## src/rtl/tag_match_pkg.sv

```systemverilog
`default_nettype none
// ============================================================================
// Module   : tag_match_pkg
// Purpose  : Shared width helpers and merge-policy constants for the
//            tag-match datapath (tag_match_pipe, match_reduce).
// Revision : 1.0 - initial release
// ============================================================================
package tag_match_pkg;

  // Merge policies for the reduced payload
  localparam int MODE_OR   = 0;  // OR of every matching payload
  localparam int MODE_PRIO = 1;  // payload of the lowest-index match

  // Tag width for a tag range of 'size' values (never narrower than 1 bit)
  function automatic int tag_w(input int size);
    return (size > 1) ? $clog2(size) : 1;
  endfunction

  // Index width for a table of 'k' entries (never narrower than 1 bit)
  function automatic int idx_w(input int k);
    return (k > 1) ? $clog2(k) : 1;
  endfunction

endpackage
`default_nettype wire

```

## src/rtl/match_reduce.sv

```systemverilog
`default_nettype none
// ============================================================================
// Module   : match_reduce
// Purpose  : Combinational reduction of a match vector and its payload array
//            into hit, multi-hit, lowest matching index and merged payload.
// Revision : 1.0 - initial release
// ============================================================================
module match_reduce
  import tag_match_pkg::*;
#(
  parameter int K      = 8,
  parameter int DATA_W = idx_w(K),
  parameter int MODE   = MODE_OR,
  localparam int IDX_W = idx_w(K)
) (
  input  logic [K-1:0]        m,
  input  logic [K*DATA_W-1:0] data,
  output logic                hit,
  output logic                multi,
  output logic [IDX_W-1:0]    idx,
  output logic [DATA_W-1:0]   merged
);

  logic [DATA_W-1:0] or_data;
  logic [DATA_W-1:0] prio_data;

  // Scan upward: the first set bit fixes index and priority payload, any
  // later set bit flags a multi-hit; every set bit contributes to the OR.
  always_comb begin
    hit       = 1'b0;
    multi     = 1'b0;
    idx       = '0;
    or_data   = '0;
    prio_data = '0;
    for (int i = 0; i < K; i++) begin
      if (m[i]) begin
        if (hit) begin
          multi = 1'b1;
        end else begin
          idx       = IDX_W'(i);
          prio_data = data[i*DATA_W +: DATA_W];
        end
        hit     = 1'b1;
        or_data = or_data | data[i*DATA_W +: DATA_W];
      end
    end
  end

  // Both candidates are zero on a miss, so no extra masking is needed
  assign merged = (MODE == MODE_PRIO) ? prio_data : or_data;

endmodule
`default_nettype wire

```

## src/rtl/tag_match_pipe.sv

```systemverilog
`default_nettype none
// ============================================================================
// Module   : tag_match_pipe
// Purpose  : K-entry (tag, payload) table with a two-stage valid/ready query
//            pipeline returning hit, multi-hit, lowest index and payload.
// Revision : 1.0 - initial release
// ============================================================================
module tag_match_pipe
  import tag_match_pkg::*;
#(
  parameter int SIZE   = 16,
  parameter int K      = 8,
  parameter int DATA_W = idx_w(K),
  parameter int MODE   = MODE_OR,
  localparam int TAG_W = tag_w(SIZE),
  localparam int IDX_W = idx_w(K)
) (
  input  logic              clk,
  input  logic              rst_n,
  input  logic              wr_en,
  input  logic [IDX_W-1:0]  wr_idx,
  input  logic [TAG_W-1:0]  wr_tag,
  input  logic [DATA_W-1:0] wr_data,
  input  logic              clr,
  input  logic              q_valid,
  output logic              q_ready,
  input  logic [TAG_W-1:0]  q_tag,
  output logic              r_valid,
  input  logic              r_ready,
  output logic              r_hit,
  output logic              r_multi,
  output logic [IDX_W-1:0]  r_idx,
  output logic [DATA_W-1:0] r_data
);

  logic [K-1:0]        match;
  logic [K*DATA_W-1:0] tab_flat;

  logic                s1_valid;
  logic [K-1:0]        s1_m;
  logic [K*DATA_W-1:0] s1_data;

  logic                s2_free;
  logic                advance;
  logic                accept;

  logic                red_hit;
  logic                red_multi;
  logic [IDX_W-1:0]    red_idx;
  logic [DATA_W-1:0]   red_data;

  // Each entry owns its registers; an index beyond K-1 selects no entry,
  // so out-of-range writes fall away without an explicit range check.
  for (genvar gi = 0; gi < K; gi++) begin : g_entry
    logic              e_valid;
    logic [TAG_W-1:0]  e_tag;
    logic [DATA_W-1:0] e_data;
    logic              e_sel;

    assign e_sel = wr_en && (wr_idx == IDX_W'(gi));

    // Entry update: a write to this entry beats a simultaneous clear
    always_ff @(posedge clk or negedge rst_n) begin
      if (!rst_n) begin
        e_valid <= 1'b0;
        e_tag   <= '0;
        e_data  <= '0;
      end else if (e_sel) begin
        e_valid <= 1'b1;
        e_tag   <= wr_tag;
        e_data  <= wr_data;
      end else if (clr) begin
        e_valid <= 1'b0;
      end
    end

    assign match[gi]                       = e_valid && (e_tag == q_tag);
    assign tab_flat[gi*DATA_W +: DATA_W]   = e_data;
  end

  assign s2_free = !r_valid || r_ready;
  assign advance = s1_valid && s2_free;
  assign q_ready = !s1_valid || s2_free;
  assign accept  = q_valid && q_ready;

  // Stage 1: snapshot match vector and payloads from the pre-edge table
  always_ff @(posedge clk or negedge rst_n) begin
    if (!rst_n) begin
      s1_valid <= 1'b0;
      s1_m     <= '0;
      s1_data  <= '0;
    end else if (accept) begin
      s1_valid <= 1'b1;
      s1_m     <= match;
      s1_data  <= tab_flat;
    end else if (advance) begin
      s1_valid <= 1'b0;
    end
  end

  match_reduce #(
    .K      (K),
    .DATA_W (DATA_W),
    .MODE   (MODE)
  ) u_reduce (
    .m      (s1_m),
    .data   (s1_data),
    .hit    (red_hit),
    .multi  (red_multi),
    .idx    (red_idx),
    .merged (red_data)
  );

  // Stage 2: result registers, held while the consumer stalls
  always_ff @(posedge clk or negedge rst_n) begin
    if (!rst_n) begin
      r_valid <= 1'b0;
      r_hit   <= 1'b0;
      r_multi <= 1'b0;
      r_idx   <= '0;
      r_data  <= '0;
    end else if (advance) begin
      r_valid <= 1'b1;
      r_hit   <= red_hit;
      r_multi <= red_multi;
      r_idx   <= red_idx;
      r_data  <= red_data;
    end else if (r_ready) begin
      r_valid <= 1'b0;
    end
  end

endmodule
`default_nettype wire

```

## config.mk

```make
export PLATFORM = sky130hd
export DESIGN_NAME = tag_match_pipe
export DESIGN_NICKNAME = d
export VERILOG_FILES = /design/src/rtl/tag_match_pkg.sv /design/src/rtl/match_reduce.sv /design/src/rtl/tag_match_pipe.sv
export SDC_FILE = /design/constraint.sdc
export NUM_CORES = 1
export LEC_CHECK = 0
export CORE_MARGIN = 4
export CORE_UTILIZATION = 50
export CTS_CLUSTER_SIZE = 12
export DETAILED_ROUTE_END_ITERATION = 8
export PLACE_DENSITY = 0.77
export SYNTH_ARGS = -nofsm -noshare
export SYNTH_HDL_FRONTEND = slang
export SYNTH_HIERARCHICAL = 1
export SYNTH_SLANG_ARGS = --single-unit
```

## constraint.sdc

```tcl
create_clock -name clk -period 4.1 [get_ports clk]
set_input_delay 1.23 -clock clk [delete_from_list [all_inputs] [get_ports clk]]
set_output_delay 1.23 -clock clk [all_outputs]
set_load 0.03 [all_outputs]
```

# After elaboration in Yosys (flattened, before gate mapping)
# Index checks and enable logic that the tools add are counted.
# totals
inputBits,20
reg_bits,106
# classes
reduce_logical,33
n_bitwise,7
mux,57
n_eq_ne,15
# ops
op,count
3-bit two-way mux,21
1-bit two-way mux,36
4-bit equality test,8
3-bit OR,7
2-bit nonzero test,10
1-bit logical AND,18
3-bit equality test (second input constant),4
3-bit by 2-bit equality test with 1-bit output (second input constant),2
3-bit by 1-bit equality test with 1-bit output (second input constant),1
3-bit logical NOT,1
1-bit logical NOT,2
1-bit logical OR,2

# Depth between registers and ports, before layout
# depth
word_depth,15
mapped_depth,6
mapped_depth_nobuf,5

# Modules after synthesis
# Netlist, hierarchy kept.
# modules_own_cells
module,n_inst,cells_per_inst,area_each_um2
tag_match_pipe,1,299,4410.5
match_reduce,1,42,267.8

# Worst setup path after synthesis
# Ideal clock, no wire load.
# synth_path
path_kind,input to output
startpoint,input port r_ready
endpoint,output port q_ready
required_ns,2.870
setup_slack_ns,1.256
cell_stages,2
path_buffers,0
arrival_ns,1.614
cell_sequence,and3b_4 inv_4
# synth_between
elab_chain_len,2
# synth_rtl
item,line_no,rtl
start: declaration,tag_match_pipe.sv:29,"input logic r_ready,"
1-bit logical OR,tag_match_pipe.sv:81,assign s2_free = !r_valid || r_ready;
1-bit logical OR,tag_match_pipe.sv:83,assign q_ready = !s1_valid || s2_free;
end: declaration,tag_match_pipe.sv:26,"output logic q_ready,"
# Every way passes these cells.

# Worst setup path in the final report
# Ends and elaborated chain as after synthesis.

==> results.toml <==
[global_route]
antenna_found_initial = 0
grt_overflow = 0
grt_max_degree = 57
grtUsageTotal_pct = 17.72
grt_pass1_wl_um = 15010
first_global_vias = 2800

[sta]
finalSetupViolations = 0
tns_ns = 0
fin_skew_ns = 0.02145
fmax_mhz = 256.5
slew_headroom_pct = 47.67
min_period_over_period_pct = 95.11
period_needed_ns = 3.899
slew_violations = 0
rsz0062_at_grt = "false"
hold_viol = 0
worst_pin_slew_ns = 0.7821

[yosys]
synth_nets = 361
synthTopCellsByCount = "dfrtp_1, mux2_2, xnor2_1, inv_1, o21ai_0"
async_reset_ff_share_pct = 100.0
ys_top_cells_by_area = "dfrtp_1, mux2_2, xnor2_1"
synth_area_leader_cell = "dfrtp_1"
synth-main-ff-cell = "dfrtp_1"
ys_ff_latch = 106
yosysSeqAreaShare_pct = 56.70
syn_inst = 341
syn_area_per_cell_um2 = 13.72
yosysWarnings = 6
yosys.area.top_type_share_pct = 56.70
synth_edf_count = 0
synth_most_common_cell = "dfrtp_1"
ys_types = 40
syn-cell-area_um2 = 4678

[worst_setup_path]
worst-endpoint-required_ns = 2.87
path_class = "input pin to primary output"
path_max_fanout = 6
cp_cell_sequence = "clkdlybuf4s50_1, and3b_4, inv_4, clkdlybuf4s50_1"
cp-end-kind = "primary output"
startpoint_type = "input pin"
r2r-end = "r_multi$_DFFE_PN0P_"
crit_slowest_cell = "clkdlybuf4s50_1"
r2r-start = "s1_m[6]$_DFFE_PN0P_"
worst-r2r-setup-slack_ns = 2.04
max_stage_delay_ns = 0.67
arrival_ns = 2.67
reg2regPathDepth = 5
cpMostUsedCell = "clkdlybuf4s50_1"

[route]
dr.first_iter.drc_count = 113
antenna_left = 0
viasPerCell = 5.773
wirelength_um = 9226
wl_per_cell_um = 19.02
dr.pass1.iters = 4
route.vias.total = 2800
drc = 0

[cells_and_area]
antenna_cells = 0
layout-drive-gt1-share_pct = 31.28
layout.cells.non_filler = 485
finalNetCount = 389
area_delta_synth_final_pct = 11.77
final_util_pct = 57.13

[placement]
portBuffers = 29
dp_hpwl_um = 6286
dp_cells = 469
gp_congestion = 0.7918

[clocking]
htree_levels = 3
clk_latency_ns = 0.38
post_cts_resized = 0
cts_hold_buf = 0
clk_pin_slew_worst_paths_ns = 0.10
cts_tree = "done"
cts_buffers = 9
clockBufferDepth = 2
postCtsSetupRepairBufs = 0
cts_sinks = 106
cts-root-buf = "clkbuf_8"

[flow_run]
max_cap_viol_count = 0

[power_and_ir_drop]
p_sw_share_pct = 28.41
pwr-share-comb_pct = 17.9
switchingPower_mw = 0.6960
intPower_mw = 1.754
irDropWorstVdd_mv = 0.2025
fin_total_pwr_mw = 2.450
power.share.clock_pct = 26.0
power_density_nw_per_um2 = 468.6
p_seq_share_pct = 56.1
p_leak_nw = 2.234

[min_path]
hold_class = "flip-flop to flip-flop"
worstHoldEndpoint = "g_entry[2].e_valid$_DFFE_PN0P_"
min_from = "g_entry[2].e_valid$_DFFE_PN0P_"
holdPathStages = 1

[die]
die_x_um = 104.7
core_um2 = 9153
die_y_um = 104.7
dieArea_um2 = 10970
start_util_pct = 51.11
rows = 35
boundaryPins = 30

[outcome]
outcome = "finished clean"
flip-flops by register name (all words and copies together), names as in the netlist:
name,flops
g_entry.e_tag,32
r_valid,1
s1_valid,1
s1_data,24
r_hit,1
s1_m,8
g_entry.e_data,24
r_idx,3
r_data,3
g_entry.e_valid,8
r_multi,1
layer usage:
| layer | vias to the layer above | global-route usage [%] | wire (um) |
|---|---|---|---|
| li1 | 1291 | - | - |
| met1 | 1423 | 24.78 | 4127 |
| met2 | 71 | 28.46 | 4490 |
| met3 | 15 | 2.718 | 410 |
| met4 | 0 | 5.904 | 197 |
| met5 | - | 0 | 0 |
metrics by stage:
step | hold WS [ns] | cell area [um^2] | worst slack (ns)
finish | 0.4922 | 5229 | 0.2007
global placement | 0.4646 | 5026 | 0.2012
detailed placement | 0.4704 | 5026 | 0.1970
global route | 0.5055 | 5229 | 0.1700
CTS | 0.4950 | 5229 | 0.1930
floorplan | 0.4499 | 4678 | 1.256
critical path, delay by kind of cell:
family                 cells  cell delay (ns)
buffers and inverters      3             1.22
and+or+nand+nor            1             0.23
cell usage in the layout, fill, tap and decap left out, types with 5 or more instances in the layout:
cell type / Yosys / final
dfrtp_1: 106 / 106
xnor2_1: 23 / 23
o41ai_1: 5 / 5
mux2_2: 88 / 88
a22oi_1: 12 / 12
inv_1: 13 / 13
o21ai_0: 13 / 13
clkdlybuf4s50_1: 0 / 28
nand3_1: 7 / 7
clkbuf_8: 0 / 9
nand4_1: 7 / 7
nand2b_1: 6 / 6
power groups by stage:
stage	registers (mW)	logic, mW	clock network [mW]
2_1_floorplan	1.38	0.320	0
5_1_grt	1.40	0.483	0.698
4_1_cts	1.38	0.445	0.649
3_3_place_gp	1.38	0.426	0
6_report	1.38	0.439	0.636
3_5_place_dp	1.40	0.443	0
cells by family (layout without fill, tap and decap cells):
family	count (synthesis)	in the layout	synth area share, %
simple gates	42	42	6.392
xor+xnor	26	26	4.868
flops	106	106	56.70
fa+ha+maj	1	1	0.2140
compound gates	49	49	7.302
mux	88	88	21.18
buf+inv	29	62	3.343
area by class of cell:
cell class | instances | area [um^2]
multi-input combinational | 206 | 1869
clock inverter | 7 | 78.83
fill | 762 | 3924
clock buffer | 9 | 123.9
timing repair buffer | 32 | 310.3
tap | 111 | 138.9
sequential | 106 | 2653
inverter | 14 | 55.05
worst max-delay path by stage:
stage / slack, ns / depth (start not counted) / to / start
floorplan: 1.26 / 2 / q_ready / r_ready
global placement: 0.20 / 4 / q_ready / r_ready
detailed placement: 0.20 / 4 / q_ready / r_ready
CTS: 0.19 / 4 / q_ready / r_ready
global route: 0.17 / 4 / q_ready / r_ready
finish: 0.20 / 4 / q_ready / r_ready
Note: power is estimated with default switching activity, not from simulation.
